## src/rtl/rt_jtag_pkg.sv

```systemverilog
// Shared TAP definitions: state encoding, instruction codes, DMI status and DTMCS layout.
// Latency: none (types, constants and one pure function).
// Backpressure: not applicable.
package rt_jtag_pkg;

    typedef enum logic [3:0] {
        TAP_TLR,
        TAP_RTI,
        TAP_SEL_DR,
        TAP_CAP_DR,
        TAP_SHIFT_DR,
        TAP_EXIT1_DR,
        TAP_PAUSE_DR,
        TAP_EXIT2_DR,
        TAP_UPD_DR,
        TAP_SEL_IR,
        TAP_CAP_IR,
        TAP_SHIFT_IR,
        TAP_EXIT1_IR,
        TAP_PAUSE_IR,
        TAP_EXIT2_IR,
        TAP_UPD_IR
    } tap_state_t;

    localparam int unsigned IR_W = 5;

    localparam logic [IR_W-1:0] IR_IDCODE  = 5'h01;
    localparam logic [IR_W-1:0] IR_DTMCS   = 5'h10;
    localparam logic [IR_W-1:0] IR_DMI     = 5'h11;
    localparam logic [IR_W-1:0] IR_BYPASS  = 5'h1F;
    localparam logic [IR_W-1:0] IR_CAPTURE = 5'b00001;

    localparam logic [1:0] DMISTAT_OK     = 2'd0;
    localparam logic [1:0] DMISTAT_FAILED = 2'd2;
    localparam logic [1:0] DMISTAT_BUSY   = 2'd3;

    localparam logic [1:0] DMI_OP_NOP   = 2'd0;
    localparam logic [1:0] DMI_OP_READ  = 2'd1;
    localparam logic [1:0] DMI_OP_WRITE = 2'd2;

    localparam int unsigned DTMCS_VERSION_LSB   = 0;
    localparam int unsigned DTMCS_ABITS_LSB     = 4;
    localparam int unsigned DTMCS_DMISTAT_LSB   = 10;
    localparam int unsigned DTMCS_IDLE_LSB      = 12;
    localparam int unsigned DTMCS_DMIRESET_BIT  = 16;
    localparam int unsigned DTMCS_HARDRESET_BIT = 17;

    localparam logic [3:0] DTMCS_VERSION = 4'd1;
    localparam logic [2:0] DTMCS_IDLE    = 3'd1;

    // TDO follows the IR shift register only while the FSM is in the IR column.
    function automatic logic is_ir_state(input tap_state_t s);
        return s inside {TAP_CAP_IR, TAP_SHIFT_IR, TAP_EXIT1_IR,
                         TAP_PAUSE_IR, TAP_EXIT2_IR, TAP_UPD_IR};
    endfunction

    // Read-only view of DTMCS; the two reset request bits always read back as 0.
    function automatic logic [31:0] dtmcs_word(input logic [1:0] dmistat,
                                               input logic [5:0] abits);
        logic [31:0] w;
        w = '0;
        w[DTMCS_VERSION_LSB +: 4] = DTMCS_VERSION;
        w[DTMCS_ABITS_LSB   +: 6] = abits;
        w[DTMCS_DMISTAT_LSB +: 2] = dmistat;
        w[DTMCS_IDLE_LSB    +: 3] = DTMCS_IDLE;
        return w;
    endfunction

endpackage

```

## src/rtl/rt_jtag_tap_fsm.sv

```systemverilog
// IEEE 1149.1 16-state TAP controller stepped by a one-cycle tck-rise enable.
// Latency: state updates in the cycle after the enable; trst_n low forces TLR next cycle.
// Backpressure: none; every enable advances the FSM.
module rt_jtag_tap_fsm
    import rt_jtag_pkg::*;
(
    input  logic       clk_i,
    input  logic       rst_ni,
    input  logic       tck_rise,
    input  logic       tms,
    input  logic       trst_n,
    output tap_state_t state
);

    tap_state_t state_q, state_d;

    // State register.
    always_ff @(posedge clk_i or negedge rst_ni) begin
        if (!rst_ni) state_q <= TAP_TLR;
        else         state_q <= state_d;
    end

    // Standard TMS transitions; test reset overrides any pending step.
    always_comb begin
        state_d = state_q;
        if (!trst_n) begin
            state_d = TAP_TLR;
        end else if (tck_rise) begin
            unique case (state_q)
                TAP_TLR:      state_d = tms ? TAP_TLR      : TAP_RTI;
                TAP_RTI:      state_d = tms ? TAP_SEL_DR   : TAP_RTI;
                TAP_SEL_DR:   state_d = tms ? TAP_SEL_IR   : TAP_CAP_DR;
                TAP_CAP_DR:   state_d = tms ? TAP_EXIT1_DR : TAP_SHIFT_DR;
                TAP_SHIFT_DR: state_d = tms ? TAP_EXIT1_DR : TAP_SHIFT_DR;
                TAP_EXIT1_DR: state_d = tms ? TAP_UPD_DR   : TAP_PAUSE_DR;
                TAP_PAUSE_DR: state_d = tms ? TAP_EXIT2_DR : TAP_PAUSE_DR;
                TAP_EXIT2_DR: state_d = tms ? TAP_UPD_DR   : TAP_SHIFT_DR;
                TAP_UPD_DR:   state_d = tms ? TAP_SEL_DR   : TAP_RTI;
                TAP_SEL_IR:   state_d = tms ? TAP_TLR      : TAP_CAP_IR;
                TAP_CAP_IR:   state_d = tms ? TAP_EXIT1_IR : TAP_SHIFT_IR;
                TAP_SHIFT_IR: state_d = tms ? TAP_EXIT1_IR : TAP_SHIFT_IR;
                TAP_EXIT1_IR: state_d = tms ? TAP_UPD_IR   : TAP_PAUSE_IR;
                TAP_PAUSE_IR: state_d = tms ? TAP_EXIT2_IR : TAP_PAUSE_IR;
                TAP_EXIT2_IR: state_d = tms ? TAP_UPD_IR   : TAP_SHIFT_IR;
                TAP_UPD_IR:   state_d = tms ? TAP_SEL_DR   : TAP_RTI;
                default:      state_d = TAP_TLR;
            endcase
        end
    end

    assign state = state_q;

endmodule

```

## src/rtl/rt_jtag_tap.sv

```systemverilog
// JTAG TAP with IDCODE/DTMCS/DMI/BYPASS registers, oversampling the JTAG pins in clk_i.
// Latency: pins seen after a 2-flop sync; DR/IR act on the following cycle, DMI request 1 cycle after Update-DR.
// Backpressure: dmi_req_valid_o held with stable payload until dmi_req_ready_i; responses always accepted.
module rt_jtag_tap
    import rt_jtag_pkg::*;
#(
    parameter logic [31:0] IdcodeValue = 32'h0000_0DB3,
    parameter int unsigned DmiAbits    = 7
) (
    input  logic                clk_i,
    input  logic                rst_ni,
    input  logic                jtag_tck_i,
    input  logic                jtag_tms_i,
    input  logic                jtag_trst_ni,
    input  logic                jtag_td_i,
    output logic                jtag_td_o,
    output logic                dmi_req_valid_o,
    input  logic                dmi_req_ready_i,
    output logic [DmiAbits-1:0] dmi_req_addr_o,
    output logic [31:0]         dmi_req_data_o,
    output logic [1:0]          dmi_req_op_o,
    input  logic                dmi_resp_valid_i,
    input  logic [31:0]         dmi_resp_data_i,
    input  logic                dmi_resp_err_i
);

    localparam int unsigned DrW = DmiAbits + 34;

    logic [1:0] tck_sync, tms_sync, tdi_sync, trst_sync;
    logic       tck_q;
    logic       tck_s, tms_s, tdi_s, trst_s;
    logic       tck_rise, tck_fall, tap_rise;
    tap_state_t state;

    logic [IR_W-1:0]     ir_q, ir_shift_q;
    logic [DrW-1:0]      dr_q, dr_capture, dr_shifted;
    logic                req_valid_q, resp_pending_q;
    logic [DmiAbits-1:0] req_addr_q;
    logic [31:0]         req_data_q, resp_data_q;
    logic [1:0]          req_op_q, dmistat_q;
    logic                td_q;
    logic                update_dmi, update_dtmcs, busy;
    logic [1:0]          upd_op;

    // Two-flop synchronizers plus a registered copy of tck for edge detection.
    always_ff @(posedge clk_i or negedge rst_ni) begin
        if (!rst_ni) begin
            tck_sync  <= '0;
            tms_sync  <= '0;
            tdi_sync  <= '0;
            trst_sync <= '0;
            tck_q     <= 1'b0;
        end else begin
            tck_sync  <= {tck_sync[0],  jtag_tck_i};
            tms_sync  <= {tms_sync[0],  jtag_tms_i};
            tdi_sync  <= {tdi_sync[0],  jtag_td_i};
            trst_sync <= {trst_sync[0], jtag_trst_ni};
            tck_q     <= tck_sync[1];
        end
    end

    assign tck_s    = tck_sync[1];
    assign tms_s    = tms_sync[1];
    assign tdi_s    = tdi_sync[1];
    assign trst_s   = trst_sync[1];
    assign tck_rise = tck_s & ~tck_q;
    assign tck_fall = ~tck_s & tck_q;
    assign tap_rise = tck_rise & trst_s;

    rt_jtag_tap_fsm u_fsm (
        .clk_i    (clk_i),
        .rst_ni   (rst_ni),
        .tck_rise (tck_rise),
        .tms      (tms_s),
        .trst_n   (trst_s),
        .state    (state)
    );

    // Capture value and one-step shift of the DR selected by the current instruction.
    always_comb begin
        dr_capture = '0;
        dr_shifted = '0;
        unique case (ir_q)
            IR_IDCODE: begin
                dr_capture[31:0] = IdcodeValue;
                dr_shifted[31:0] = {tdi_s, dr_q[31:1]};
            end
            IR_DTMCS: begin
                dr_capture[31:0] = dtmcs_word(dmistat_q, 6'(DmiAbits));
                dr_shifted[31:0] = {tdi_s, dr_q[31:1]};
            end
            IR_DMI: begin
                dr_capture = {req_addr_q, resp_data_q, dmistat_q};
                dr_shifted = {tdi_s, dr_q[DrW-1:1]};
            end
            default: begin
                dr_shifted[0] = tdi_s;
            end
        endcase
    end

    // IR and DR capture/shift/update on tck rise; test reset reloads IDCODE.
    always_ff @(posedge clk_i or negedge rst_ni) begin
        if (!rst_ni) begin
            ir_q       <= IR_IDCODE;
            ir_shift_q <= '0;
            dr_q       <= '0;
        end else begin
            if (!trst_s || state == TAP_TLR) ir_q <= IR_IDCODE;
            else if (tap_rise && state == TAP_UPD_IR) ir_q <= ir_shift_q;
            if (tap_rise) begin
                unique case (state)
                    TAP_CAP_IR:   ir_shift_q <= IR_CAPTURE;
                    TAP_SHIFT_IR: ir_shift_q <= {tdi_s, ir_shift_q[IR_W-1:1]};
                    TAP_CAP_DR:   dr_q       <= dr_capture;
                    TAP_SHIFT_DR: dr_q       <= dr_shifted;
                    default: ;
                endcase
            end
        end
    end

    // TDO changes only on tck fall, from the shift register of the active column.
    always_ff @(posedge clk_i or negedge rst_ni) begin
        if (!rst_ni)       td_q <= 1'b0;
        else if (tck_fall) td_q <= is_ir_state(state) ? ir_shift_q[0] : dr_q[0];
    end

    assign update_dmi   = tap_rise && state == TAP_UPD_DR && ir_q == IR_DMI;
    assign update_dtmcs = tap_rise && state == TAP_UPD_DR && ir_q == IR_DTMCS;
    assign upd_op       = dr_q[1:0];
    assign busy         = req_valid_q | resp_pending_q;

    // DMI request issue/handshake, response capture and sticky status; later writes take priority.
    always_ff @(posedge clk_i or negedge rst_ni) begin
        if (!rst_ni) begin
            req_valid_q    <= 1'b0;
            resp_pending_q <= 1'b0;
            req_addr_q     <= '0;
            req_data_q     <= '0;
            req_op_q       <= DMI_OP_NOP;
            resp_data_q    <= '0;
            dmistat_q      <= DMISTAT_OK;
        end else begin
            if (req_valid_q && dmi_req_ready_i) begin
                req_valid_q    <= 1'b0;
                resp_pending_q <= 1'b1;
            end
            if (dmi_resp_valid_i) begin
                resp_data_q    <= dmi_resp_data_i;
                resp_pending_q <= 1'b0;
                if (dmi_resp_err_i && dmistat_q == DMISTAT_OK) dmistat_q <= DMISTAT_FAILED;
            end
            if (update_dmi && (upd_op == DMI_OP_READ || upd_op == DMI_OP_WRITE)) begin
                if (busy) begin
                    dmistat_q <= DMISTAT_BUSY;
                end else if (dmistat_q == DMISTAT_OK) begin
                    req_addr_q  <= dr_q[DrW-1:34];
                    req_data_q  <= dr_q[33:2];
                    req_op_q    <= upd_op;
                    req_valid_q <= 1'b1;
                end
            end
            if (update_dtmcs) begin
                if (dr_q[DTMCS_DMIRESET_BIT] || dr_q[DTMCS_HARDRESET_BIT]) dmistat_q <= DMISTAT_OK;
                if (dr_q[DTMCS_HARDRESET_BIT]) begin
                    req_valid_q    <= 1'b0;
                    resp_pending_q <= 1'b0;
                end
            end
        end
    end

    assign jtag_td_o       = td_q;
    assign dmi_req_valid_o = req_valid_q;
    assign dmi_req_addr_o  = req_addr_q;
    assign dmi_req_data_o  = req_data_q;
    assign dmi_req_op_o    = req_op_q;

endmodule

```

## config.mk

```make
export PLATFORM = sky130hd
export DESIGN_NAME = rt_jtag_tap
export DESIGN_NICKNAME = d
export VERILOG_FILES = /design/src/rtl/rt_jtag_pkg.sv /design/src/rtl/rt_jtag_tap_fsm.sv /design/src/rtl/rt_jtag_tap.sv
export SDC_FILE = /design/constraint.sdc
export NUM_CORES = 1
export LEC_CHECK = 0
export BUFFER_PORTS_ARGS = -buffer_cell sky130_fd_sc_hd__buf_2
export CAP_MARGIN = 30
export CELL_PAD_IN_SITES_DETAIL_PLACEMENT = 1
export CELL_PAD_IN_SITES_GLOBAL_PLACEMENT = 1
export CORE_AREA = 4 4 142 110
export DETAILED_ROUTE_END_ITERATION = 10
export DIE_AREA = 0 0 146 114
export PLACE_DENSITY_LB_ADDON = 0.1
export SLEW_MARGIN = 20
export SYNTH_ARGS = -nofsm -noshare
export SYNTH_HDL_FRONTEND = slang
export SYNTH_HIERARCHICAL = 1
export SYNTH_SLANG_ARGS = --single-unit
```

## constraint.sdc

```tcl
create_clock -name clk_i -period 5.15 [get_ports clk_i]
set_clock_uncertainty 0.15 [all_clocks]
set_input_delay 0.515 -clock clk_i [delete_from_list [all_inputs] [get_ports clk_i]]
set_output_delay 0.515 -clock clk_i [all_outputs]
set_load 0.005 [all_outputs]
```

==> summary.md <==
| Metric | Value |
|---|---|
| Synth Flop Type | dfrtp_1 |
| Pwr Density | 325 nW/um^2 |
| Filler cell count | between 1k and 1.5k |
| TritonCTS clock tree | built |
| Total Routed Length | between 15 and 20 mm |
| Critical path's slowest cell | and3_2 |
| CP Launch Type | flop |
| Rows | 38 |
| First-pass DRT Iterations | 4 |
| Sum Neg Setup Slack | 0 ps |
| Overall power | 2.40 mW |
| Dpl hpwl | ~10 mm |
| CP Cell Sequence | and4b_1 -> nor4b_4 -> and3_2 -> buf_4 -> mux2_4 |
| Hold WC Path Type | in2reg |
| Critical Path Source | u_fsm/state[3] |
| CTS Root Cell | clkbuf_16 |
| Fin cells | 763 |
| Status | finished clean |
| # Post-CTS Setup Buffers | 0 |
| Via count | 4,168 |
| First-pass GRT wire length | 25.1 mm |
| Dpl cell area | between 6000 and 7000 sq um |
| R2R Setup Slk | 1950 ps |
| Yosys reg bits | 142 |
| Pins Over Slew Limit | 0 |
| Worst-path clk slew | 60 ps |
| Critical path class | reg2reg |
| Fin crit period | 3200 ps |
| Die Wd | around 150 um |
| Clock H-tree levels | 4 |
| Clk sink count | ~140 |
| Slew headroom | 41.4% |
| Global route hottest layer | met2 |
| Least-Margin Pin Slew | 879 ps |
| Hold path depth | 1 |
| Area of the multi-input gates | 2510 sq um |
| Hold_sp | jtag_tck_i |
| Worst-Skew Late Latency | 420 ps |
| Worst R2R Start | u_fsm/state[3] |
| Via/cell ratio | 5.46 |
| GP Congestion | 0.778 |
| Syn avg cell area | 12.8 sq um |
| Fmax | 313 MHz |
| Post-synth EDFFs | 0 |
| Area of the mapped netlist | 6300 sq um |
| Vias in the first global route | 4,557 |
| Antenna Cells | 0 |
| Clock buffer depth | 2 |
| Setup-failing EPs final | 0 |
| CP Depth | 5 |
| Worst Hold End | tck_sync[0] |
| Placed Cells | 726 |
| Sequential element share of the synthesized area | 56.4% |
| Fin area | roughly 7400 sq um |
| Met1 Track Usage GR | a little over a quarter |
| Initial antenna violation count | 0 |
| GR Util met2 | 29.3% |
| Top cell family by delay on the critical path | simple AND/OR/NAND/NOR gates |
| Layout area overhead | 17.3% |
| Reg2Reg Capture Point | dmi_req_data_o[3] |
| Core ar. | roughly 14,000 sq um |
| Number of cells on the worst reg-to-reg path | 5 |
| Syn nets | 535 |
| Wire per inst | 19.9 um |
| Die Y | 114 um |
| Unique masters post-synth | 63 |
| YS warnings | 6 |
| Post-synth ARST share | 100% |
| Tcrit/Tclk final | 62.1% |
| Die Footprint | 16,600 sq um |
| PortBufs | 83 |
| Max-cap violation count | 0 |
| Crit path required time | 5300 ps |
| Num CTS Buffers | 17 |
| Gr ovfl total | 0 |
| # IOs | 84 |
| Largest net degree at the start of global routing | 106 |
| Global Route Usage Sum | 19.3% |
| Crit-path max FO | 25 |
| Critical path buffer and inverter count | 1 |
| Sequential cell area | between 3000 and 4000 sq um |
| Leakage | 3.51 nW |
| Crit path arrival time | 3350 ps |
| Starting Density | 44.3% |
| Slowest stage delay, CP | 840 ps |
| DRT iter0 DRCs | between 200 and 250 |
| GRT met3 Usage | 5.76% |
| Synth Instances | 494 |
| Worst Setup End Kind | flop |
| RSZ-0062 raised after global routing | false |
| Nets@finish | 612 |
| Worst IR drop on VDD | 0.000212 V |
| Fin. Hold Viols | 0 |
| Routed Antenna Nets | 0 |
| # DRC | 0 |
| Layout cells sized above 1 | 34.6% |
==> per-stage QoR <==
| step | hold slack, ps | utilization (%) | setup WS [ps] |
|---|---|---|---|
| floorplan | 69.4 | - | 3050 |
| global placement | 183 | 47.4 | 2040 |
| detailed placement | 189 | 47.4 | 1940 |
| CTS | 24.2 | 51.3 | 1910 |
| global route | 21.5 | 52.0 | 1710 |
| finish | 47.3 | 52.0 | 1950 |
==> kinds of logic after synthesis <==
| logic type | Yosys count | share of synthesized area, % |
|---|---|---|
| AOI/OAI and AO/OA | 111 | 11.7 |
| and+or+nand+nor | 114 | 9.57 |
| xor gates and xnor gates | 1 | 0.139 |
| DFF | 142 | 56.4 |
| muxes | 89 | 18.0 |
| buffers and inverters | 37 | 4.17 |
==> Yosys cell counts (2+ instances only) <==
library cell	instances	share of area, %
nand3_1	4	0.32
a22oi_1	21	2.5
mux2i_1	16	2.5
dfrtp_1	141	56
nand2b_1	5	0.50
a21o_1	2	0.24
o21ai_0	30	2.4
a22o_1	2	0.28
nor2_1	13	0.77
o21ai_1	13	1.0
o41ai_1	5	0.70
and4bb_1	2	0.40
o31ai_1	5	0.60
o211a_1	2	0.32
buf_2	8	0.64
and3_1	2	0.20
mux2_4	40	9.5
nand2_1	61	3.6
nor3_4	2	0.52
buf_12	4	1.3
a21oi_1	8	0.64
nor2b_1	3	0.30
and2b_1	2	0.24
nor3_1	5	0.40
clkbuf_1	14	0.83
o22ai_1	6	0.60
buf_6	4	0.72
mux2_2	33	5.9
inv_1	2	0.12
or3_1	2	0.20
buf_4	5	0.60
==> power by group <==
part           total (mW)  internal [mW]  switching [mW]
clock network        1.14          0.697           0.447
logic              0.0852         0.0417          0.0434
registers            1.17           1.15          0.0238
==> cell usage in the layout (no fill, tap or decap), types with 3 or more instances in the layout <==
cell type,count
a21oi_1,8
a22oi_1,21
buf_2,83
buf_4,3
clkbuf_1,5
clkbuf_16,17
clkbuf_8,3
clkinv_2,3
dfrtp_1,141
mux2_2,33
mux2_4,40
mux2i_1,16
nand2_1,61
nand2b_1,5
nand3_1,4
nor2_1,13
nor2b_1,3
nor3_1,5
nor3_4,3
o21ai_0,30
o21ai_1,13
o22ai_1,6
o31ai_1,5
o41ai_1,5
==> flip-flops by register name, indices dropped and copies added (netlist names), 4 cells and up <==
| name | count |
|---|---|
| ir_q | 5 |
| u_fsm/state | 4 |
| resp_data_q | 32 |
| dmi_req_addr_o | 7 |
| dr_q | 41 |
| dmi_req_data_o | 32 |
| ir_shift_q | 5 |
==> timing repair <==
action / 4_1_cts / 5_1_grt
hold buffers: 0 / 1
endpoints found under the hold margin: 0 / 23
resized for setup: 0 / 0
==> worst max path at each step <==
stage                         to  slack, ps
6_report       dmi_req_data_o[3]       1950
5_1_grt        dmi_req_data_o[4]       1710
4_1_cts        dmi_req_data_o[3]       1910
3_5_place_dp   dmi_req_data_o[3]       1940
3_3_place_gp   dmi_req_data_o[4]       2040
2_1_floorplan  dmi_req_addr_o[0]       3050
==> routing by layer <==
metal	wire, um	share of wire (%)
met3	748	4.9
met1	7360	49
met2	6880	45
met4	170	1.1
met5	0	0
==> cell type report <==
type | instances | share of cell area [%]
tap | 180 | 3.05
timing repair buffer | 93 | 7.43
clock inverter | 6 | 0.813
inverter | 2 | 0.102
sequential | 142 | 48.1
multi-input combinational | 315 | 33.9
clock buffer | 25 | 6.57
Note: power is estimated with default switching activity, not from simulation.
